## src/rtl/operand_queue.sv

```systemverilog
// Operand queue: pairs a stream of VRF operands with per-instruction commands (cnt, id) and tags each operand with its id and a last flag.
// Latency: 1 cycle from operand push to opq_valid_o through the FIFO; 0 cycles when OPERAND_QUEUE_BYPASS_EN is defined and the FIFO is empty.
// Backpressure: op_ready_o / cmd_ready_o are the registered not-full flags of the two FIFOs; opq_ready_i never reaches them combinationally.

package operand_queue_pkg;
  typedef logic [7:0]  acc_cnt_t;
  typedef logic [3:0]  insn_id_t;
  typedef logic [31:0] vrf_data_t;
endpackage

// Generic FIFO with extra-bit pointers; exposes the head and the entry behind it.
// Latency: a pushed word is visible at the head on the cycle after the push.
// Backpressure: the caller must not push while full_o is high.
module operand_queue_fifo #(
  parameter int Width = 8,
  parameter int Depth = 4
) (
  input  logic             clk_i,
  input  logic             rst_ni,
  input  logic             push_i,
  input  logic             pop_i,
  input  logic [Width-1:0] wdata_i,
  output logic             full_o,
  output logic             empty_o,
  output logic             multi_o,
  output logic [Width-1:0] head_o,
  output logic [Width-1:0] next_o
);
  localparam int AW = $clog2(Depth);

  logic [AW:0]      wr_q, wr_d, rd_q, rd_d, rd_next;
  logic [Width-1:0] mem_q [Depth];

  assign rd_next = rd_q + (AW+1)'(1);
  assign empty_o = (wr_q == rd_q);
  assign full_o  = (wr_q[AW] != rd_q[AW]) && (wr_q[AW-1:0] == rd_q[AW-1:0]);
  // Two or more entries: the slot after the head holds a valid word.
  assign multi_o = !empty_o && (rd_next != wr_q);
  assign head_o  = mem_q[rd_q[AW-1:0]];
  assign next_o  = mem_q[rd_next[AW-1:0]];

  // Pointer advance; the extra MSB tells full from empty after wrap.
  always_comb begin
    wr_d = wr_q;
    rd_d = rd_q;
    if (push_i) wr_d = wr_q + (AW+1)'(1);
    if (pop_i)  rd_d = rd_next;
  end

  // Pointer registers; reset empties the FIFO immediately.
  always_ff @(posedge clk_i or negedge rst_ni) begin
    if (!rst_ni) begin
      wr_q <= '0;
      rd_q <= '0;
    end else begin
      wr_q <= wr_d;
      rd_q <= rd_d;
    end
  end

  // Storage is deliberately left unreset; the pointers alone define validity.
  always_ff @(posedge clk_i) begin
    if (push_i) mem_q[wr_q[AW-1:0]] <= wdata_i;
  end
endmodule

// Operand queue top. Optional feature macro: OPERAND_QUEUE_BYPASS_EN (empty-FIFO combinational bypass).
// Latency: 1 cycle push-to-output by default, 0 cycles via bypass when enabled.
// Backpressure: opq_valid_o holds data/id/last stable until opq_ready_i; zero-count commands are accepted and dropped.
module operand_queue
  import operand_queue_pkg::*;
#(
  parameter int DataDepth = 4,
  parameter int CmdDepth  = 2
) (
  input  logic                           clk_i,
  input  logic                           rst_ni,
  input  logic                           cmd_valid_i,
  output logic                           cmd_ready_o,
  input  logic [$bits(acc_cnt_t)-1:0]    cmd_cnt_i,
  input  logic [$bits(insn_id_t)-1:0]    cmd_id_i,
  input  logic                           op_valid_i,
  output logic                           op_ready_o,
  input  logic [$bits(vrf_data_t)-1:0]   operand_i,
  output logic                           opq_valid_o,
  input  logic                           opq_ready_i,
  output logic [$bits(vrf_data_t)-1:0]   opq_data_o,
  output logic                           opq_last_o,
  output logic [$bits(insn_id_t)-1:0]    opq_id_o,
  output logic                           idle_o
);
  localparam int CntW = $bits(acc_cnt_t);
  localparam int IdW  = $bits(insn_id_t);
  localparam int CmdW = CntW + IdW;

  logic            data_full, data_empty, data_push, data_pop;
  logic            cmd_full, cmd_empty, cmd_multi, cmd_push, retire;
  logic            bypass_sel, xfer;
  vrf_data_t       data_head;
  logic [CmdW-1:0] cmd_wdata, cmd_head, cmd_next;
  acc_cnt_t        rem_q, rem_d;
  logic            unused_data_multi;
  vrf_data_t       unused_data_next;

  assign cmd_wdata = {cmd_cnt_i, cmd_id_i};

`ifdef OPERAND_QUEUE_BYPASS_EN
  // With no buffered operand but a live command, the incoming operand goes straight out.
  assign bypass_sel = data_empty && !cmd_empty;
`else
  assign bypass_sel = 1'b0;
`endif

  assign op_ready_o  = !data_full;
  assign cmd_ready_o = !cmd_full;
  assign idle_o      = data_empty && cmd_empty;

  assign opq_valid_o = bypass_sel ? op_valid_i : (!data_empty && !cmd_empty);
  assign opq_data_o  = bypass_sel ? operand_i : data_head;
  assign opq_id_o    = cmd_head[IdW-1:0];
  assign opq_last_o  = opq_valid_o && (rem_q == acc_cnt_t'(1));

  assign xfer      = opq_valid_o && opq_ready_i;
  assign retire    = xfer && (rem_q == acc_cnt_t'(1));
  assign data_pop  = xfer && !bypass_sel;
  // A bypassed operand is consumed on the spot and never written.
  assign data_push = op_valid_i && op_ready_o && !(bypass_sel && opq_ready_i);
  // Zero-count commands complete the handshake but are never stored.
  assign cmd_push  = cmd_valid_i && cmd_ready_o && (cmd_cnt_i != '0);

  operand_queue_fifo #(
    .Width ($bits(vrf_data_t)),
    .Depth (DataDepth)
  ) u_data_fifo (
    .clk_i   (clk_i),
    .rst_ni  (rst_ni),
    .push_i  (data_push),
    .pop_i   (data_pop),
    .wdata_i (operand_i),
    .full_o  (data_full),
    .empty_o (data_empty),
    .multi_o (unused_data_multi),
    .head_o  (data_head),
    .next_o  (unused_data_next)
  );

  operand_queue_fifo #(
    .Width (CmdW),
    .Depth (CmdDepth)
  ) u_cmd_fifo (
    .clk_i   (clk_i),
    .rst_ni  (rst_ni),
    .push_i  (cmd_push),
    .pop_i   (retire),
    .wdata_i (cmd_wdata),
    .full_o  (cmd_full),
    .empty_o (cmd_empty),
    .multi_o (cmd_multi),
    .head_o  (cmd_head),
    .next_o  (cmd_next)
  );

  // Remaining-operand count of the head command: reload on new head, count down per pop.
  always_comb begin
    rem_d = rem_q;
    if (retire) begin
      if (cmd_multi)     rem_d = cmd_next[CmdW-1 -: CntW];
      else if (cmd_push) rem_d = cmd_cnt_i;
      else               rem_d = '0;
    end else if (xfer) begin
      rem_d = rem_q - acc_cnt_t'(1);
    end else if (cmd_empty && cmd_push) begin
      rem_d = cmd_cnt_i;
    end
  end

  // Remaining-count register, cleared by reset.
  always_ff @(posedge clk_i or negedge rst_ni) begin
    if (!rst_ni) rem_q <= '0;
    else         rem_q <= rem_d;
  end
endmodule

```

## config.mk

```make
export PLATFORM = sky130hd
export DESIGN_NAME = operand_queue
export DESIGN_NICKNAME = d
export VERILOG_FILES = /design/src/rtl/operand_queue.sv
export SDC_FILE = /design/constraint.sdc
export NUM_CORES = 1
export LEC_CHECK = 0
export ABC_CLOCK_PERIOD_IN_PS = 3250
export CAP_MARGIN = 25
export CORE_MARGIN = 2
export CORE_UTILIZATION = 61
export CTS_BUF_LIST = sky130_fd_sc_hd__clkbuf_4
export DETAILED_ROUTE_END_ITERATION = 16
export PLACE_DENSITY = 0.95
export SYNTH_ARGS = -nofsm -noshare
export SYNTH_HDL_FRONTEND = slang
export SYNTH_SLANG_ARGS = --single-unit
```

## constraint.sdc

```tcl
create_clock -name clk_i -period 3.25 [get_ports clk_i]
set_input_delay 0.8125 -clock clk_i [delete_from_list [all_inputs] [get_ports clk_i]]
set_output_delay 0.8125 -clock clk_i [all_outputs]
set_load 0.05 [all_outputs]
```

==> out/results.ini, run 1 <==
[yosys]
synth.avg_cell_area_um2=19.3
ys_ff_latch=170
syn_inst=355
synth_cell_types=45
syn-num-nets=411
netlist_area_mm2=0.00686
ys_warn_count=0
ys_seq_area_share_pct=73.2

[pwr]
p_clk_share_pct=14.2
power_density_mw_per_mm2=997
p_sw_share_pct=40.8
peakVddDrop_mv=0.851
pwr-share-comb_pct=46.1
p_switching_uw=3360
share_seq_of_total_power_pct=39.7
cell_internal_pwr_uw=4890
p_leak_uw=0.00292
p_total_uw=8250

[floorplanning]
dieArea_mm2=0.0121
die_h_um=110
die_x_um=110
start_util_pct=63.0
rows=38
core_mm2=0.0109
io_pins=90

[sta]
rsz0062_at_grt=no
setup_slack_ps=142
setup_viol=0
setup_tns_ps=0
tightestPinTransition_ps=1030
drv_slew=0
fin_crit_ps=3110
max-slew-margin-rel_pct=30.8
timing.final.crit_share_pct=95.6
skew_ps=15.3
fmax_mhz=322
hold_violations=0

[critical_path]
crit_family=buffers and inverters
worstSetupPathType=reg -> out
cp_max_fo=6
setup.worst_path.start_class=flip-flop
crit_path_cell_trace=xnor2_1, nand2_1, clkdlybuf4s50_1
path_buf_inv=1
end_kind=output pin
arrival_ps=2300
cp_slowest_stage_delay_ps=730
worst_path_max_delay_cell=clkdlybuf4s50_1
crit_required_ps=2440

[grt]
grt_first_pass_wirelength_mm=19.9
grt_pass1_vias=3854
antenna_found_initial=1
gr-total-overflow=0
gr-usage-all-layers_pct=23.0
grt_max_degree=22

[placed_design]
port_buffers=89
dpl_worst_slack_ps=226
routabilityCongestion=0.880
post-dp-hpwl_mm=8.86
placed_area_mm2=0.00794

[clock_tree]
insertion_delay_ps=540
cts_buffers=17
root_buffer=clkbuf_4
h-tree-depth=4
cts_tree=done
cts_buffer_depth=2
clock-sinks=170
clk_pin_slew_worst_paths_ps=120

[hold_path]
hold_path.class=reg -> reg

[cells_and_area]
final_area_mm2=0.00828
multi_input_area_mm2=0.00173
finish.utilization_pct=76.0
seqCellArea_mm2=0.00502
final_nets=529
syn_to_final_growth_pct=20.8
drive_above_1_share_pct=26.7
diodes=0
final.fill_count=587

[routing]
drt-pass1-iter-count=5
drt_iter0_markers=226
drt-total-wl_mm=13.1
wl_per_cell_um=20.9
ant_nets=0
via_count=3737
route.detailed.drc=0
routed_via_density=5.97

[run]
cap_violations=0

[outcome]
status=completed

## layout by cell type, fill, tap and decap left out, types with 3 or more instances in the layout
master	count
nor2b_1	3
a211oi_1	5
clkbuf_4	23
clkdlybuf4s50_1	53
ha_1	7
o22ai_1	3
clkinv_2	3
xnor2_1	12
xor2_1	4
nor2_1	12
edfxtp_1	152
mux2i_1	9
dfrtp_1	16
dlygate4sd2_1	15
nand2_1	12
nand3_1	7
o21ai_0	7
inv_1	9
a311oi_1	6
buf_4	44
and3_2	4
mux2_2	4
mux4_2	32
## synthesized netlist by cell type
| library cell | instances | area (um2) |
|---|---|---|
| edfxtp_1 | 152 | 4560 |
| mux4_2 | 32 | 721 |
| dfrtp_1 | 18 | 450 |
| nand2_1 | 12 | 45.0 |
| nor2_1 | 12 | 45.0 |
| xnor2_1 | 12 | 105 |
| buf_2 | 9 | 45.0 |
| inv_1 | 9 | 33.8 |
| mux2i_1 | 9 | 90.1 |
| ha_1 | 7 | 87.6 |
| nand3_1 | 7 | 35.0 |
| o21ai_0 | 7 | 35.0 |
| a311oi_1 | 6 | 52.6 |
| and3_1 | 6 | 37.5 |
| a211oi_1 | 5 | 37.5 |
| mux2_2 | 4 | 45.0 |
| xor2_1 | 4 | 35.0 |
| buf_4 | 3 | 22.5 |
| clkbuf_1 | 3 | 11.3 |
| nor2b_1 | 3 | 18.8 |
| o22ai_1 | 3 | 18.8 |
| a21oi_1 | 2 | 10.0 |
| a2bb2oi_1 | 2 | 17.5 |
| and2_1 | 2 | 12.5 |
| and2_2 | 2 | 15.0 |
| nand3b_1 | 2 | 15.0 |
| nor3_1 | 2 | 10.0 |
| nor4_1 | 2 | 12.5 |
| o2bb2ai_1 | 2 | 17.5 |
| a2111o_1 | 1 | 11.3 |
| a2111oi_2 | 1 | 15.0 |
| a221o_1 | 1 | 10.0 |
| a31oi_1 | 1 | 6.26 |
| a32oi_4 | 1 | 27.5 |
| buf_1 | 1 | 3.75 |
| nand2_4 | 1 | 11.3 |
| nand2b_1 | 1 | 6.26 |
| nand4_1 | 1 | 6.26 |
| nor3b_1 | 1 | 7.51 |
| nor4_4 | 1 | 21.3 |
| o211ai_1 | 1 | 7.51 |
| o2bb2ai_2 | 1 | 15.0 |
| xnor2_2 | 1 | 16.3 |
| xnor2_4 | 1 | 27.5 |
| xor2_2 | 1 | 16.3 |
## flip-flops by register name (all words and copies together) (netlist names)
signal / count
u_data_fifo.mem_q: 128
u_cmd_fifo.mem_q: 24
rem_q: 8
u_data_fifo.rd_q: 3
u_data_fifo.wr_q: 3
u_cmd_fifo.rd_q: 2
u_cmd_fifo.wr_q: 2
## worst paths after layout
| check | to | cells after the start | slack, ps | startpoint |
|---|---|---|---|---|
| worst max-delay path | cmd_ready_o | 3 | 140 | u_cmd_fifo.rd_q[0] |
| worst min-delay path | u_data_fifo.wr_q[2] | 1 | 520 | u_data_fifo.wr_q[2] |
| worst max register to register | u_data_fifo.mem_q[3][11] | 5 | 970 | u_data_fifo.rd_q[0] |
| worst min register to register | u_data_fifo.wr_q[2] | 1 | 520 | u_data_fifo.wr_q[2] |
| max in group asynchronous | u_data_fifo.rd_q[0] | 1 | 1880 | rst_ni |
| min in group asynchronous | rem_q[7] | 1 | 740 | rst_ni |
## worst register-to-register path, stage by stage (launching register included)
cell and delay [ps]:
dfrtp_4 580, buf_4 200, xnor2_4 160, nand3b_1 180, and3_2 590, buf_4 290
## kinds of logic after synthesis
| logic type | count (synthesis) | share of synthesized area (%) |
|---|---|---|
| xor gates and xnor gates | 19 | 2.92 |
| muxes | 45 | 12.5 |
| AOI/OAI and AO/OA | 34 | 4.11 |
| DFF | 170 | 73.2 |
| adders and majority gates | 7 | 1.28 |
| and+or+nand+nor | 55 | 4.36 |
| buffers and inverters | 25 | 1.70 |
## power by group through the flow
stage	clock network (uW)	registers (uW)	logic, uW
finish	1170	3280	3800
global route	1280	3330	4010
CTS	1200	3310	3690
detailed placement	0	3360	3760
global placement	0	3310	3690
floorplan	0	3170	2860
## layer usage
layer	share of wire (%)	track usage (%)	vias up	wire, um
met5	0	0	-	0
met4	1.8	9.58	0	241
met3	6.8	6.47	24	894
met2	53	39.8	164	6990
met1	38	27.2	1878	4980
li1	-	-	1671	-
## area by class of cell
cell class | instances | area share [%]
well taps | 140 | 2.12
clock inverters | 9 | 1.25
flip-flops and latches | 170 | 60.6
multi-input cells | 160 | 20.9
repair buffers | 115 | 12.6
inverters | 9 | 0.408
clock buffers | 23 | 2.09
## per-stage QoR
step           instances  hold slack [ps]
2_1_floorplan        355              462
3_3_place_gp         586              475
3_5_place_dp         586              477
4_1_cts              618              497
5_1_grt              626              550
6_report             626              518
## timing repair
item,CTS,global route
endpoints found under the setup margin,33,1
resized for setup,17,0
hold buffers,0,0
pin swaps,0,0
buffers inserted,0,7
Power figures use the tool's default switching activity.
==> run 2, diff against run 1 <==
Settings changed: GPL_ROUTABILITY_DRIVEN from default to 0.
==> results of run 2 <==
The final DEF is identical to that of run 1; final timing and power are the same.
